===== src/rtl/debug_pkg.sv =====
// Purpose: shared constants, command codes and state encoding for the debug step controller.
// Latency: n/a (declarations only).
// Backpressure: n/a.
package debug_pkg;

    localparam int LEN            = 32;
    localparam int NB             = $clog2(LEN);
    localparam int N_REGS         = 32;
    localparam int DUMP_WORDS     = N_REGS + 2;   // PC, cycle count, then every GPR
    localparam int BYTES_PER_WORD = 4;
    localparam int WORD_IDX_W     = $clog2(DUMP_WORDS);

    localparam logic [7:0] CMD_RUN      = 8'h01;
    localparam logic [7:0] CMD_STEPMODE = 8'h02;
    localparam logic [7:0] CMD_STEP     = 8'h03;
    localparam logic [7:0] CMD_RESET    = 8'h04;

    typedef enum logic [2:0] {
        ST_IDLE,
        ST_RUN,
        ST_STEP_WAIT,
        ST_STEP,
        ST_DUMP_ADDR,
        ST_DUMP_LATCH,
        ST_DUMP_TX,
        ST_DONE
    } state_t;

endpackage


===== src/rtl/word_serializer.sv =====
// Purpose: splits one LEN-bit word into BYTES_PER_WORD bytes, LSB first, onto a valid/ready byte link.
// Latency: first byte valid the cycle after i_load; one byte per cycle while i_tx_ready is high.
// Backpressure: o_tx_data/o_tx_valid hold while i_tx_ready is low; o_done pulses with the last handshake.
// Ports: clk, i_clear (sync clear, drops any word in flight), i_load/i_word (capture a word),
//        i_tx_ready/o_tx_valid/o_tx_data (byte link), o_done (last byte accepted this cycle).
module word_serializer
    import debug_pkg::*;
(
    input  logic           clk,
    input  logic           i_clear,
    input  logic           i_load,
    input  logic [LEN-1:0] i_word,
    input  logic           i_tx_ready,
    output logic           o_tx_valid,
    output logic [7:0]     o_tx_data,
    output logic           o_done
);

    localparam int              BCW       = $clog2(BYTES_PER_WORD);
    localparam logic [BCW-1:0]  LAST_BYTE = BCW'(BYTES_PER_WORD - 1);

    logic [LEN-1:0] r_shift;
    logic [BCW-1:0] r_cnt;
    logic           r_valid;
    logic           w_fire;

    assign w_fire = r_valid && i_tx_ready;

    // The word shifts right so the current byte is always the low byte; once all
    // bytes are gone the register is zero, which keeps o_tx_data quiet when idle.
    always_ff @(posedge clk) begin
        if (i_clear) begin
            r_shift <= '0;
            r_cnt   <= '0;
            r_valid <= 1'b0;
        end else if (i_load) begin
            r_shift <= i_word;
            r_cnt   <= '0;
            r_valid <= 1'b1;
        end else if (w_fire) begin
            r_shift <= {8'h00, r_shift[LEN-1:8]};
            r_cnt   <= r_cnt + 1'b1;
            if (r_cnt == LAST_BYTE) begin
                r_valid <= 1'b0;
            end
        end
    end

    assign o_tx_valid = r_valid;
    assign o_tx_data  = r_shift[7:0];
    assign o_done     = w_fire && (r_cnt == LAST_BYTE);

endmodule


===== src/rtl/debug_step_controller.sv =====
// Purpose: host-commanded run/step/reset sequencing of the pipeline plus a 136-byte state dump
//          (PC, cycle count, 32 GPRs) after every step and on HALT.
// Latency: commands act on the next cycle; each dump word costs 2 cycles plus 4 byte handshakes.
// Backpressure: tx_ready low stalls the dump with tx_data held; commands other than RESET are dropped while dumping.
// Ports: clk/reset (sync, active high); cmd_valid/cmd_data (host command byte); halt_flag, in_pc,
//        reg_read_data (from the pipeline); pipe_enable/pipe_reset (pipeline control);
//        dbg_reg_sel/reg_read_addr (register file port 1 steal); tx_valid/tx_data/tx_ready (dump bytes).
module debug_step_controller
    import debug_pkg::*;
(
    input  logic            clk,
    input  logic            reset,
    input  logic            cmd_valid,
    input  logic [7:0]      cmd_data,
    input  logic            halt_flag,
    input  logic [LEN-1:0]  in_pc,
    input  logic [LEN-1:0]  reg_read_data,
    output logic            pipe_enable,
    output logic            pipe_reset,
    output logic            dbg_reg_sel,
    output logic [NB-1:0]   reg_read_addr,
    output logic            tx_valid,
    output logic [7:0]      tx_data,
    input  logic            tx_ready
);

    localparam logic [WORD_IDX_W-1:0] LAST_WORD = WORD_IDX_W'(DUMP_WORDS - 1);
    localparam logic [WORD_IDX_W-1:0] FIRST_GPR = WORD_IDX_W'(2);
    localparam logic [WORD_IDX_W-1:0] CNT_WORD  = WORD_IDX_W'(1);

    state_t                r_state;
    state_t                w_next;
    logic [LEN-1:0]        r_cycle_count;
    logic [LEN-1:0]        r_snap_pc;
    logic [LEN-1:0]        r_snap_count;
    logic [WORD_IDX_W-1:0] r_word;
    logic                  r_halt_seen;

    logic                  w_cmd_reset;
    logic                  w_last_word;
    logic                  w_dumping;
    logic                  w_ser_load;
    logic                  w_ser_clear;
    logic                  w_ser_done;
    logic [LEN-1:0]        w_ser_word;

    assign w_cmd_reset = cmd_valid && (cmd_data == CMD_RESET);
    assign w_last_word = (r_word == LAST_WORD);
    assign w_ser_clear = reset || w_cmd_reset;

    // ---------------- state register ----------------
    always_ff @(posedge clk) begin
        if (reset) begin
            r_state <= ST_IDLE;
        end else begin
            r_state <= w_next;
        end
    end

    // ---------------- next state ----------------
    always_comb begin
        w_next = r_state;
        if (w_cmd_reset) begin
            w_next = ST_IDLE;
        end else begin
            case (r_state)
                ST_IDLE: begin
                    if (cmd_valid && cmd_data == CMD_RUN)           w_next = ST_RUN;
                    else if (cmd_valid && cmd_data == CMD_STEPMODE) w_next = ST_STEP_WAIT;
                end
                ST_RUN: begin
                    if (halt_flag) w_next = ST_DUMP_ADDR;
                end
                ST_STEP_WAIT: begin
                    if (cmd_valid && cmd_data == CMD_RUN)       w_next = ST_RUN;
                    else if (cmd_valid && cmd_data == CMD_STEP) w_next = ST_STEP;
                end
                ST_STEP:       w_next = ST_DUMP_ADDR;
                ST_DUMP_ADDR:  w_next = ST_DUMP_LATCH;
                ST_DUMP_LATCH: w_next = ST_DUMP_TX;
                ST_DUMP_TX: begin
                    if (w_ser_done) begin
                        if (!w_last_word)     w_next = ST_DUMP_ADDR;
                        else if (r_halt_seen) w_next = ST_DONE;
                        else                  w_next = ST_STEP_WAIT;
                    end
                end
                ST_DONE:  w_next = ST_DONE;
                default:  w_next = ST_IDLE;
            endcase
        end
    end

    // ---------------- outputs ----------------
    always_comb begin
        pipe_reset    = (r_state == ST_IDLE);
        pipe_enable   = (r_state == ST_RUN) || (r_state == ST_STEP);
        w_dumping     = (r_state == ST_DUMP_ADDR) || (r_state == ST_DUMP_LATCH) ||
                        (r_state == ST_DUMP_TX);
        dbg_reg_sel   = w_dumping;
        reg_read_addr = '0;
        if (w_dumping && r_word >= FIRST_GPR) begin
            reg_read_addr = NB'(r_word - FIRST_GPR);
        end
        w_ser_load    = (r_state == ST_DUMP_LATCH);
    end

    // The register file answers one cycle after the address, so the GPR is read
    // in DUMP_LATCH from the address driven during DUMP_ADDR.
    always_comb begin
        if (r_word == '0)            w_ser_word = r_snap_pc;
        else if (r_word == CNT_WORD) w_ser_word = r_snap_count;
        else                         w_ser_word = reg_read_data;
    end

    // ---------------- datapath registers ----------------
    always_ff @(posedge clk) begin
        if (reset || w_cmd_reset) begin
            r_cycle_count <= '0;
            r_snap_pc     <= '0;
            r_snap_count  <= '0;
            r_word        <= '0;
            r_halt_seen   <= 1'b0;
        end else begin
            if (pipe_enable) begin
                r_cycle_count <= r_cycle_count + 1'b1;
                // Sticky: a HALT always ends in DONE, which only a reset leaves.
                if (halt_flag) begin
                    r_halt_seen <= 1'b1;
                end
            end
            // First DUMP_ADDR cycle: the pipeline is already frozen, so PC and
            // count include the final enabled cycle.
            if (r_state == ST_DUMP_ADDR && r_word == '0) begin
                r_snap_pc    <= in_pc;
                r_snap_count <= r_cycle_count;
            end
            if (r_state == ST_DUMP_TX && w_ser_done) begin
                r_word <= w_last_word ? '0 : r_word + 1'b1;
            end
        end
    end

    word_serializer u_ser (
        .clk        (clk),
        .i_clear    (w_ser_clear),
        .i_load     (w_ser_load),
        .i_word     (w_ser_word),
        .i_tx_ready (tx_ready),
        .o_tx_valid (tx_valid),
        .o_tx_data  (tx_data),
        .o_done     (w_ser_done)
    );

endmodule


===== config.mk =====
export PLATFORM = sky130hd
export DESIGN_NAME = debug_step_controller
export DESIGN_NICKNAME = d
export VERILOG_FILES = /design/src/rtl/debug_pkg.sv /design/src/rtl/word_serializer.sv /design/src/rtl/debug_step_controller.sv
export SDC_FILE = /design/constraint.sdc
export NUM_CORES = 1
export LEC_CHECK = 0
export CAP_MARGIN = 20
export CORE_MARGIN = 3
export CORE_UTILIZATION = 50
export DETAILED_ROUTE_END_ITERATION = 12
export PLACE_DENSITY = 0.75
export SLEW_MARGIN = 0
export SYNTH_ARGS = -nofsm -noshare
export SYNTH_HDL_FRONTEND = slang
export SYNTH_SLANG_ARGS = --single-unit

===== constraint.sdc =====
create_clock -name clk -period 2.3 [get_ports clk]
set_input_delay 0.46 -clock clk [delete_from_list [all_inputs] [get_ports clk]]
set_output_delay 0.46 -clock clk [all_outputs]
set_load 0.02 [all_outputs]

==> impl_metrics.toml <==
[final_layout]
finalCoreUtilization = 0.6406
diodes = 0
fin_nets = 956
area_growth_pct = 25.08
drive_above_1_share = 0.09615
fillers = 1111
layout.cells.non_filler = 1060

[logic_synthesis]
yosysUniqueCellTypes = 64
syn_area_mm2 = 0.006809
syn_avg_cell_area_um2 = 8.522
synth_ff_type = "dfxtp_1"
async_flop_share = 0
synth_fp_nets = 884
synth_edf_count = 0
ys_ff_latch = 141
synth-seq-area-share = 0.4146
yosys_warnings = 0
syn_inst = 799

[place]
place.gp.congestion = 0.8695
io_buffers = 93
placed_cells = 1026
hpwl_mm = 12.81

[detailed_routing]
first_pass_iters = 6
finalWirelength_mm = 18.25
drc = 0
drt_iter0_drc = 556
via_count = 6352
ant_nets = 0
avgViaCountPerCell = 5.992
wl_per_cell_um = 17.21

[cts]
hold_buffers = 0
cts_sinks = 141
numCtsBuffers = 17
clk_latency_ns = 0.43
cts_buffer_depth = 2
cts-root-buf = "clkbuf_16"
path_clk_slew_ns = 0.06
htreeDepth = 4
cts_tree = "yes"

[sta]
fin_skew_ns = 0.009891
rsz0062_at_grt = "false"
maxSlewHeadroom = 0.5549
drv_slew = 0
fmax_mhz = 456.9
period_share = 0.9516
hold_violations = 0
tightest_slew_ns = 0.6676
period_minus_slack_ns = 2.189
setup_viol_count_final = 0

[run_status]
outcome = "complete, no violations"

[die]
core_area_mm2 = 0.01330
dieArea_mm2 = 0.01505
die_h_um = 122.7
die_w_um = 122.7
rows = 42
io_pins = 94
initial_utilization = 0.5121

[grt]
grt_pass1_wl_mm = 29.18
track_usage = 0.2446
grt_pass1_vias = 5966
grt-ovfl-total = 0
grt_max_degree = 65
antenna_found_initial = 0

[pwr]
p_per_area_mw_per_mm2 = 659.9
p_leak_nw = 2.961
ir_drop_v = 0.0005125

[worst_setup_path]
path_cells = "inv_1, ha_1, xnor2_1, nor2_1, dlygate4sd2_1"
cpPeakStageDelay_ns = 0.43
cp-startpoint = "r_word[2]"
start_kind = "flop"
critical_path.endpoint = "reg_read_addr[3]"
path_buf_inv = 2
reg2reg_slack_ns = 0.13
cp.arrival_ns = 1.73
rr_startpoint = "r_word[1]"
critPathTopFamily = "buffers and inverters"
critPathMaxFanout = 8
reg2regPathDepth = 6
cp-end-kind = "primary output"
critPathSlowestCell = "dfxtp_2"
path_depth = 5
required_ns = 1.84
crit_type = "flop to primary output"
rr_endpoint = "u_ser.r_shift[2]"

[hold_path]
min_path_type = "flop to flop"
whs_path_depth = 2

[run]
cap_violations = 0
## state kept, by name, indices dropped and copies added, names as in the netlist, 2 cells and up
register / cells
r_cycle_count: 32
r_snap_count: 32
r_snap_pc: 32
r_state: 3
r_word: 6
u_ser.r_cnt: 2
u_ser.r_shift: 32
## tightest hold or removal path: cells and delay by family (launching register included)
| family | cells | cell delay [ns] |
|---|---|---|
| DFF | 1 | 0.31 |
| and+or+nand+nor | 1 | 0.05 |
| AOI/OAI and AO/OA | 1 | 0.05 |
## power breakdown
group	total (mW)	internal [mW]	switching (mW)
clock	2.91	1.89	1.02
sequential	2.44	2.44	0.00128
combinational	0.264	0.160	0.103
total	5.62	4.50	1.12
## cell usage in the layout (no fill, tap or decap), types with 5 or more instances in the layout
cell / Yosys / routed
a211oi_1: 29 / 29
a21oi_1: 85 / 85
and4_1: 6 / 6
buf_4: 8 / 26
clkbuf_16: 0 / 17
clkdlybuf4s50_1: 0 / 86
dfxtp_1: 141 / 139
dlygate4sd2_1: 0 / 7
ha_1: 8 / 8
inv_1: 5 / 5
mux2i_1: 27 / 27
nand2_1: 158 / 157
nand3_1: 14 / 13
nand4_1: 12 / 12
nor2_1: 54 / 54
nor3_1: 6 / 5
o211ai_1: 8 / 8
o21a_1: 33 / 33
o21ai_0: 5 / 5
o2bb2ai_1: 8 / 8
o31ai_1: 12 / 12
o32ai_1: 21 / 21
or4_1: 13 / 13
xnor2_1: 12 / 12
## metrics by stage
| step | TNS, ns | cell area, um^2 | worst slack [ns] | hold slack [ns] | power, mW |
|---|---|---|---|---|---|
| 6_report | 0 | 8517 | 0.1112 | 0.4575 | 5.620 |
| 5_1_grt | 0 | 8517 | 0.007384 | 0.4796 | 5.772 |
| 4_1_cts | 0 | 8481 | 0.05008 | 0.4559 | 5.646 |
| 3_5_place_dp | -1.451 | 7844 | -0.1517 | 0.4482 | 2.758 |
| 3_3_place_gp | -0.001117 | 7844 | -0.001117 | 0.4445 | 2.755 |
| 2_1_floorplan | 0 | 6809 | 0.03220 | 0.4317 | 2.579 |
## how the worst min path moves through the flow
stage / startpoint / endpoint / slack (ns)
floorplan: u_ser.r_shift[24] / u_ser.r_shift[24] / 0.43
global placement: u_ser.r_cnt[1] / u_ser.r_cnt[1] / 0.44
finish: r_snap_count[14] / r_snap_count[14] / 0.46
global route: r_snap_pc[29] / r_snap_pc[29] / 0.48
CTS: r_snap_count[14] / r_snap_count[14] / 0.46
detailed placement: r_snap_count[14] / r_snap_count[14] / 0.45
## cells by family after synthesis
logic type / share of synthesized area
xor+xnor: 0.02058
mux: 0.03969
buf+inv: 0.05954
simple gates: 0.2121
fa+ha+maj: 0.01470
flops: 0.4146
compound gates: 0.2389
## cell usage after synthesis, drive strengths merged, types with 2 or more instances
cell type / number / area share
a2111oi: 2 / 0.0026
a211oi: 32 / 0.037
a21boi: 2 / 0.0022
a21oi: 86 / 0.064
a221oi: 2 / 0.0026
a311oi: 4 / 0.0051
a31oi: 2 / 0.0028
and2: 4 / 0.0037
and3: 3 / 0.0028
and3b: 3 / 0.0039
and4: 7 / 0.0094
buf: 39 / 0.039
clkbuf: 32 / 0.018
dfxtp: 141 / 0.41
ha: 8 / 0.015
inv: 5 / 0.0028
mux2i: 27 / 0.040
nand2: 158 / 0.087
nand2b: 4 / 0.0037
nand3: 14 / 0.010
nand4: 13 / 0.014
nand4b: 3 / 0.0039
nor2: 55 / 0.033
nor2b: 2 / 0.0018
nor3: 6 / 0.0044
nor3b: 3 / 0.0033
nor4: 5 / 0.0090
o211ai: 8 / 0.0088
o21a: 33 / 0.036
o21ai: 5 / 0.0037
o2bb2ai: 8 / 0.010
o311ai: 2 / 0.0026
o31ai: 12 / 0.013
o32ai: 24 / 0.034
o41ai: 2 / 0.0026
or4: 13 / 0.014
xnor2: 12 / 0.015
xor2: 4 / 0.0051
## cell type report
class	count	area, um^2	share of cell area
clock buffer	21	470.5	0.05524
clock inverter	11	163.9	0.01924
inverter	5	18.77	0.002204
multi-input combinational	583	3618	0.4249
sequential	141	2828	0.3320
tap	176	220.2	0.02586
timing repair buffer	123	1197	0.1406
## routing by layer
metal,track usage,up-vias,share of wire
li1,-,3042,-
met1,0.3140,3030,0.43
met2,0.4062,240,0.49
met3,0.04516,40,0.053
met4,0.09727,0,0.025
met5,0,-,0
## repair_timing
item / in CTS / in global routing
buffers inserted: 0 / 1
gates cloned: 0 / 1
resized for setup: 12 / 2
setup endpoints to repair: 8 / 26
pin swaps: 0 / 2
(Power assumes the default switching activity.)
